[config.mk]
export PLATFORM = sky130hd
export DESIGN_NAME = sw_bcd_counter
export DESIGN_NICKNAME = d
export VERILOG_FILES = /design/src/rtl/sw_bcd_counter.sv
export SDC_FILE = /design/constraint.sdc
export NUM_CORES = 1
export LEC_CHECK = 0
export ABC_AREA = 1
export CAP_MARGIN = 20
export CORE_MARGIN = 3
export CORE_UTILIZATION = 30
export CTS_CLUSTER_SIZE = 40
export DETAILED_ROUTE_END_ITERATION = 12
export GPL_TIMING_DRIVEN = 0
export SKIP_CTS_REPAIR_TIMING = 1
export SLEW_MARGIN = 20
export SYNTH_ARGS = -nofsm -noshare
export SYNTH_HDL_FRONTEND = slang
export SYNTH_SLANG_ARGS = --single-unit
[constraint.sdc]
create_clock -name CLK -period 2.2 [get_ports CLK]
set_input_delay 0.55 -clock CLK [delete_from_list [all_inputs] [get_ports CLK]]
set_output_delay 0.55 -clock CLK [all_outputs]
set_load 0.03 [all_outputs]
[src/rtl/sw_bcd_counter.sv]
// Stopwatch counter: NDIG mixed-radix BCD digits, run/pause FSM, tick prescaler, wrap/saturate overflow.
// Lap-freeze display register is built only when SW_LAP_EN is defined.

module sw_bcd_digit #(
   parameter bit MOD6 = 1'b0
) (
   input  logic       CLK,
   input  logic       RST_N,
   input  logic       clr,
   input  logic       step,
   output logic [3:0] q,
   output logic [3:0] q_nxt,
   output logic       at_max
);
   localparam logic [3:0] MAXV = MOD6 ? 4'd5 : 4'd9;

   // >= so a digit can never climb past its max; it only ever rolls to 0
   assign at_max = (q >= MAXV);

   always_comb begin
      q_nxt = q;
      if (clr)       q_nxt = 4'd0;
      else if (step) q_nxt = at_max ? 4'd0 : q + 4'd1;
   end

   always_ff @(posedge CLK or negedge RST_N)
      if (!RST_N) q <= 4'd0;
      else        q <= q_nxt;
endmodule

module sw_bcd_counter #(
   parameter int              NDIG       = 4,
   parameter logic [NDIG-1:0] RADIX_MASK = 4'b1010,
   parameter int              PRE_DIV    = 1,
   parameter int              WRAP       = 1
) (
   input  logic              CLK,
   input  logic              RST_N,
   input  logic              TICK,
   input  logic              START_STOP,
   input  logic              CLR,
   input  logic              LAP,
   output logic [4*NDIG-1:0] VAL,
   output logic              RUN,
   output logic              OVF,
   output logic              LAP_ACT
);
   typedef enum logic [1:0] {S_IDLE, S_COUNT, S_PAUSE} state_t;

   localparam logic [7:0] PRE_LAST = 8'(PRE_DIV - 1);
   localparam bit         WRAP_EN  = (WRAP != 0);

   state_t               state, state_nxt;
   logic [7:0]           pre, pre_nxt;
   logic                 inc, all_max, ovf_evt, sat_hold;
   logic [NDIG:0]        carry;
   logic [NDIG-1:0]      at_max, step;
   logic [NDIG-1:0][3:0] live, live_nxt;
   logic [4*NDIG-1:0]    shown_nxt;

   // TICK is judged against the pre-edge state, so a starting edge ignores it
   assign inc      = (state == S_COUNT) && TICK && !CLR && (pre == PRE_LAST);
   assign all_max  = carry[NDIG];
   assign ovf_evt  = inc && all_max;
   assign sat_hold = ovf_evt && !WRAP_EN;

   always_comb begin
      carry    = '0;
      carry[0] = 1'b1;
      for (int i = 0; i < NDIG; i++) carry[i+1] = carry[i] & at_max[i];
   end

   generate
      for (genvar g = 0; g < NDIG; g++) begin : g_dig
         assign step[g] = inc & carry[g] & ~sat_hold;
         sw_bcd_digit #(.MOD6(RADIX_MASK[g])) u_dig (
            .CLK    (CLK),
            .RST_N  (RST_N),
            .clr    (CLR),
            .step   (step[g]),
            .q      (live[g]),
            .q_nxt  (live_nxt[g]),
            .at_max (at_max[g])
         );
      end
   endgenerate

   always_comb begin
      pre_nxt = pre;
      if (CLR)                           pre_nxt = 8'd0;
      else if (state == S_COUNT && TICK) pre_nxt = (pre == PRE_LAST) ? 8'd0 : pre + 8'd1;
   end

   always_comb begin
      state_nxt = state;
      case (state)
         S_IDLE:  if (START_STOP) state_nxt = S_COUNT;
         S_COUNT: if (START_STOP || sat_hold) state_nxt = S_PAUSE;
         // a saturated count stays parked until CLR
         S_PAUSE: if (START_STOP && !(OVF && !WRAP_EN)) state_nxt = S_COUNT;
         default: state_nxt = S_IDLE;
      endcase
      if (CLR) state_nxt = S_IDLE;
   end

   always_ff @(posedge CLK or negedge RST_N)
      if (!RST_N) begin
         state <= S_IDLE;
         pre   <= 8'd0;
         RUN   <= 1'b0;
         OVF   <= 1'b0;
         VAL   <= '0;
      end else begin
         state <= state_nxt;
         pre   <= pre_nxt;
         RUN   <= (state_nxt == S_COUNT);
         OVF   <= CLR ? 1'b0 : (OVF | ovf_evt);
         VAL   <= shown_nxt;
      end

`ifdef SW_LAP_EN
   logic              lap_act_nxt, lap_cap;
   logic [4*NDIG-1:0] lap_q, lap_q_nxt;

   // the lap snapshot is the count on display before the LAP edge
   assign lap_cap     = !CLR && LAP && !LAP_ACT;
   assign lap_q_nxt   = lap_cap ? live : lap_q;
   assign lap_act_nxt = CLR ? 1'b0 : (LAP ? !LAP_ACT : LAP_ACT);
   assign shown_nxt   = lap_act_nxt ? lap_q_nxt : live_nxt;

   always_ff @(posedge CLK or negedge RST_N)
      if (!RST_N) begin
         lap_q   <= '0;
         LAP_ACT <= 1'b0;
      end else begin
         lap_q   <= lap_q_nxt;
         LAP_ACT <= lap_act_nxt;
      end
`else
   logic unused_lap;

   assign unused_lap = LAP | (|live);
   assign LAP_ACT    = 1'b0;
   assign shown_nxt  = live_nxt;
`endif
endmodule

==> out/qor.yml <==
skew_ns: 0.001438
h-tree-depth: 1
overflow: 0
grt_pass1_vias: 1257
fin_util: 0.3863
post-route-period-util: 0.9147
slew_headroom: 0.5805
track_usage: 0.1054
gp_congestion: 0.8145
nets: 241
finalSetupViolations: 0
cp.depth: 1
end_kind: "primary output"
ios: 25
seqPwrFrac: 0.613
die_h_um: 81.09
cp-startpoint: "g_dig[1].u_dig.q[0]"
placedCellCount: 286
max_cap_violations: 0
stdcell_area_um2: 2036
cp_slowest_stage_delay_ns: 0.72
ys_ff_latch: 28
routed_wl_mm: 3.107
initial_core_util: 0.3210
nFillCells: 544
core.rowCount: 26
p_sw_w: 0.0001948
synthToLayoutAreaGrowth_pct: 20.34
tightest_slew_ns: 0.6293
fin_tns_setup_ns: 0
crit_arrival_ns: 1.46
cts-root-buf: "clkbuf_8"
reg2reg_depth: 8
drtPass1Iterations: 4
num_vias: 1303
grt_antenna_before_repair: 0
rr_endpoint: "g_dig[2].u_dig.q[1]"
status: "completed"
numCtsBuffers: 3
cp_slowest_cell: "clkdlybuf4s50_1"
critPathLaunchType: "flop"
syn_area_per_cell_um2: 8.720
clkLatencyLatePin_ns: 0.27
required_ns: 1.65
p_per_area_nw_per_um2: 420.2
comb_power_share: 0.069
slew_viol_final: 0
synthCells: 194
placed_cell_area_um2: 1994
n_antenna_cell: 0
synth_cell_types: 28
die_w_um: 81.09
switching_share: 0.2277
hold_violations: 0
path_class: "flop to primary output"
drt_first_iter_violations: 51
ir_drop_mv: 0.2758
crit_family: "buffers and inverters"
grt_max_degree: 29
synth_warnings: 0
wl_per_cell_um: 10.75
critPathMaxFanout: 7
hp-class: "primary input to async pin"
reg2reg_from: "g_dig[1].u_dig.q[0]"
cts_tree: "done"
clk_pin_slew_ns: 0.09
cp_cell_sequence: "clkdlybuf4s50_1"
fin_hold_ws_ns: 0.2871
post-dp-hpwl_mm: 2.376
synth_fp_nets: 214
grt_setup_unrepaired: "false"
period_minus_slack_ns: 2.012
cts_buffer_depth: 2
intPower_w: 0.0006606
syn-cell-area_um2: 1692
endpoint: "VAL[4]"
fin_cells: 289
core_area_um2: 5270
power_frac_clock: 0.318
drive_gt1_frac: 0.1187
grt_pass1_wl_mm: 5.520
clock_sinks: 28
leakage_nw: 0.9434
drc: 0
io_buffers: 22
ant_nets: 0
clock.fmax_mhz: 496.9
via_per_inst: 4.509
path_buf_inv: 1
yosysSeqAreaShare: 0.4142
rrSetupSlack_ns: 0.48
fp.dieArea_um2: 6576
## cells in the final DEF (no fill, tap or decap), drive strengths merged
cell type | Yosys | routed
o21ai | 20 | 20
nand4 | 5 | 5
nor3 | 1 | 1
xor2 | 6 | 6
clkbuf | 0 | 3
nand3 | 28 | 28
a21oi | 5 | 5
clkdlybuf4s50 | 0 | 21
conb | 1 | 1
buf | 2 | 3
a211oi | 1 | 1
ha | 14 | 14
nand2 | 28 | 28
nor2 | 13 | 13
nand3b | 1 | 1
xnor2 | 3 | 3
inv | 34 | 34
dfrtp | 28 | 28
o22ai | 4 | 4
## state kept, by name (all words and copies together), names as in the netlist
name and flops:
RUN 1, state 2, g_dig.u_dig.q 12, pre 8
VAL 4, OVF 1
## final cells by class
type | count | area, um^2 | share of cell area
buffer | 2 | 12.51 | 0.006146
clock buffer | 3 | 41.29 | 0.02028
inverter | 34 | 127.6 | 0.06269
multi-input combinational | 130 | 850.8 | 0.4179
sequential | 28 | 700.7 | 0.3442
tap | 70 | 87.58 | 0.04302
timing repair buffer | 22 | 215.2 | 0.1057
## synthesized netlist by cell type (all sizes together)
| library cell | instances | area, um^2 |
|---|---|---|
| a211oi | 1 | 7.510 |
| a21oi | 5 | 25.02 |
| buf | 2 | 12.51 |
| conb | 1 | 3.750 |
| dfrtp | 28 | 700.7 |
| ha | 14 | 175.2 |
| inv | 34 | 127.6 |
| nand2 | 28 | 117.6 |
| nand3 | 28 | 170.2 |
| nand3b | 1 | 7.510 |
| nand4 | 5 | 31.28 |
| nor2 | 13 | 85.08 |
| nor3 | 1 | 5.000 |
| o21ai | 20 | 118.9 |
| o22ai | 4 | 25.02 |
| xnor2 | 3 | 26.28 |
| xor2 | 6 | 52.55 |
## metal layers
metal / share of wire / global-route usage / wire length, um / up-vias
met2: 0.48 / 0.1814 / 1484 / 23
met1: 0.47 / 0.1351 / 1473 / 597
met3: 0.041 / 0.02439 / 126 / 2
met5: 0 / 0 / 0 / -
li1: - / - / - / 681
met4: 0.0074 / 0.02027 / 23 / 0
## through the flow
stage / total power, W / worst slack (ns)
finish: 0.0008554 / 0.1877
global route: 0.0008990 / 0.1214
CTS: 0.0008764 / 0.1605
detailed placement: 0.0005953 / 0.2840
global placement: 0.0005958 / 0.05859
floorplan: 0.0005641 / 0.5327
## power groups by stage
| stage | Sequential, W | Clock (W) | Combinational, W |
|---|---|---|---|
| 6_report | 0.000524 | 0.000272 | 0.0000593 |
| 5_1_grt | 0.000525 | 0.000306 | 0.0000680 |
| 4_1_cts | 0.000524 | 0.000291 | 0.0000612 |
| 3_5_place_dp | 0.000534 | 0 | 0.0000613 |
| 3_3_place_gp | 0.000534 | 0 | 0.0000616 |
| 2_1_floorplan | 0.000539 | 0 | 0.0000254 |
## worst min path at each step
stage,end,start,slack [ns]
6_report,g_dig[2].u_dig.q[2],RST_N,0.29
5_1_grt,g_dig[2].u_dig.q[2],RST_N,0.34
3_3_place_gp,state[1],state[1],0.46
3_5_place_dp,state[1],state[1],0.47
4_1_cts,g_dig[3].u_dig.q[1],RST_N,0.32
2_1_floorplan,OVF,RST_N,0.25
## cells by family (layout without fill, tap and decap cells)
kind of cell | after synthesis | count (layout) | share of synthesized area
simple gates | 76 | 76 | 0.2463
fa+ha+maj | 14 | 14 | 0.1036
xor+xnor | 9 | 9 | 0.04660
compound gates | 30 | 30 | 0.1043
buf+inv | 36 | 61 | 0.08284
other cells | 1 | 1 | 0.002217
flops | 28 | 28 | 0.4142
Note: power is estimated with default switching activity, not from simulation.
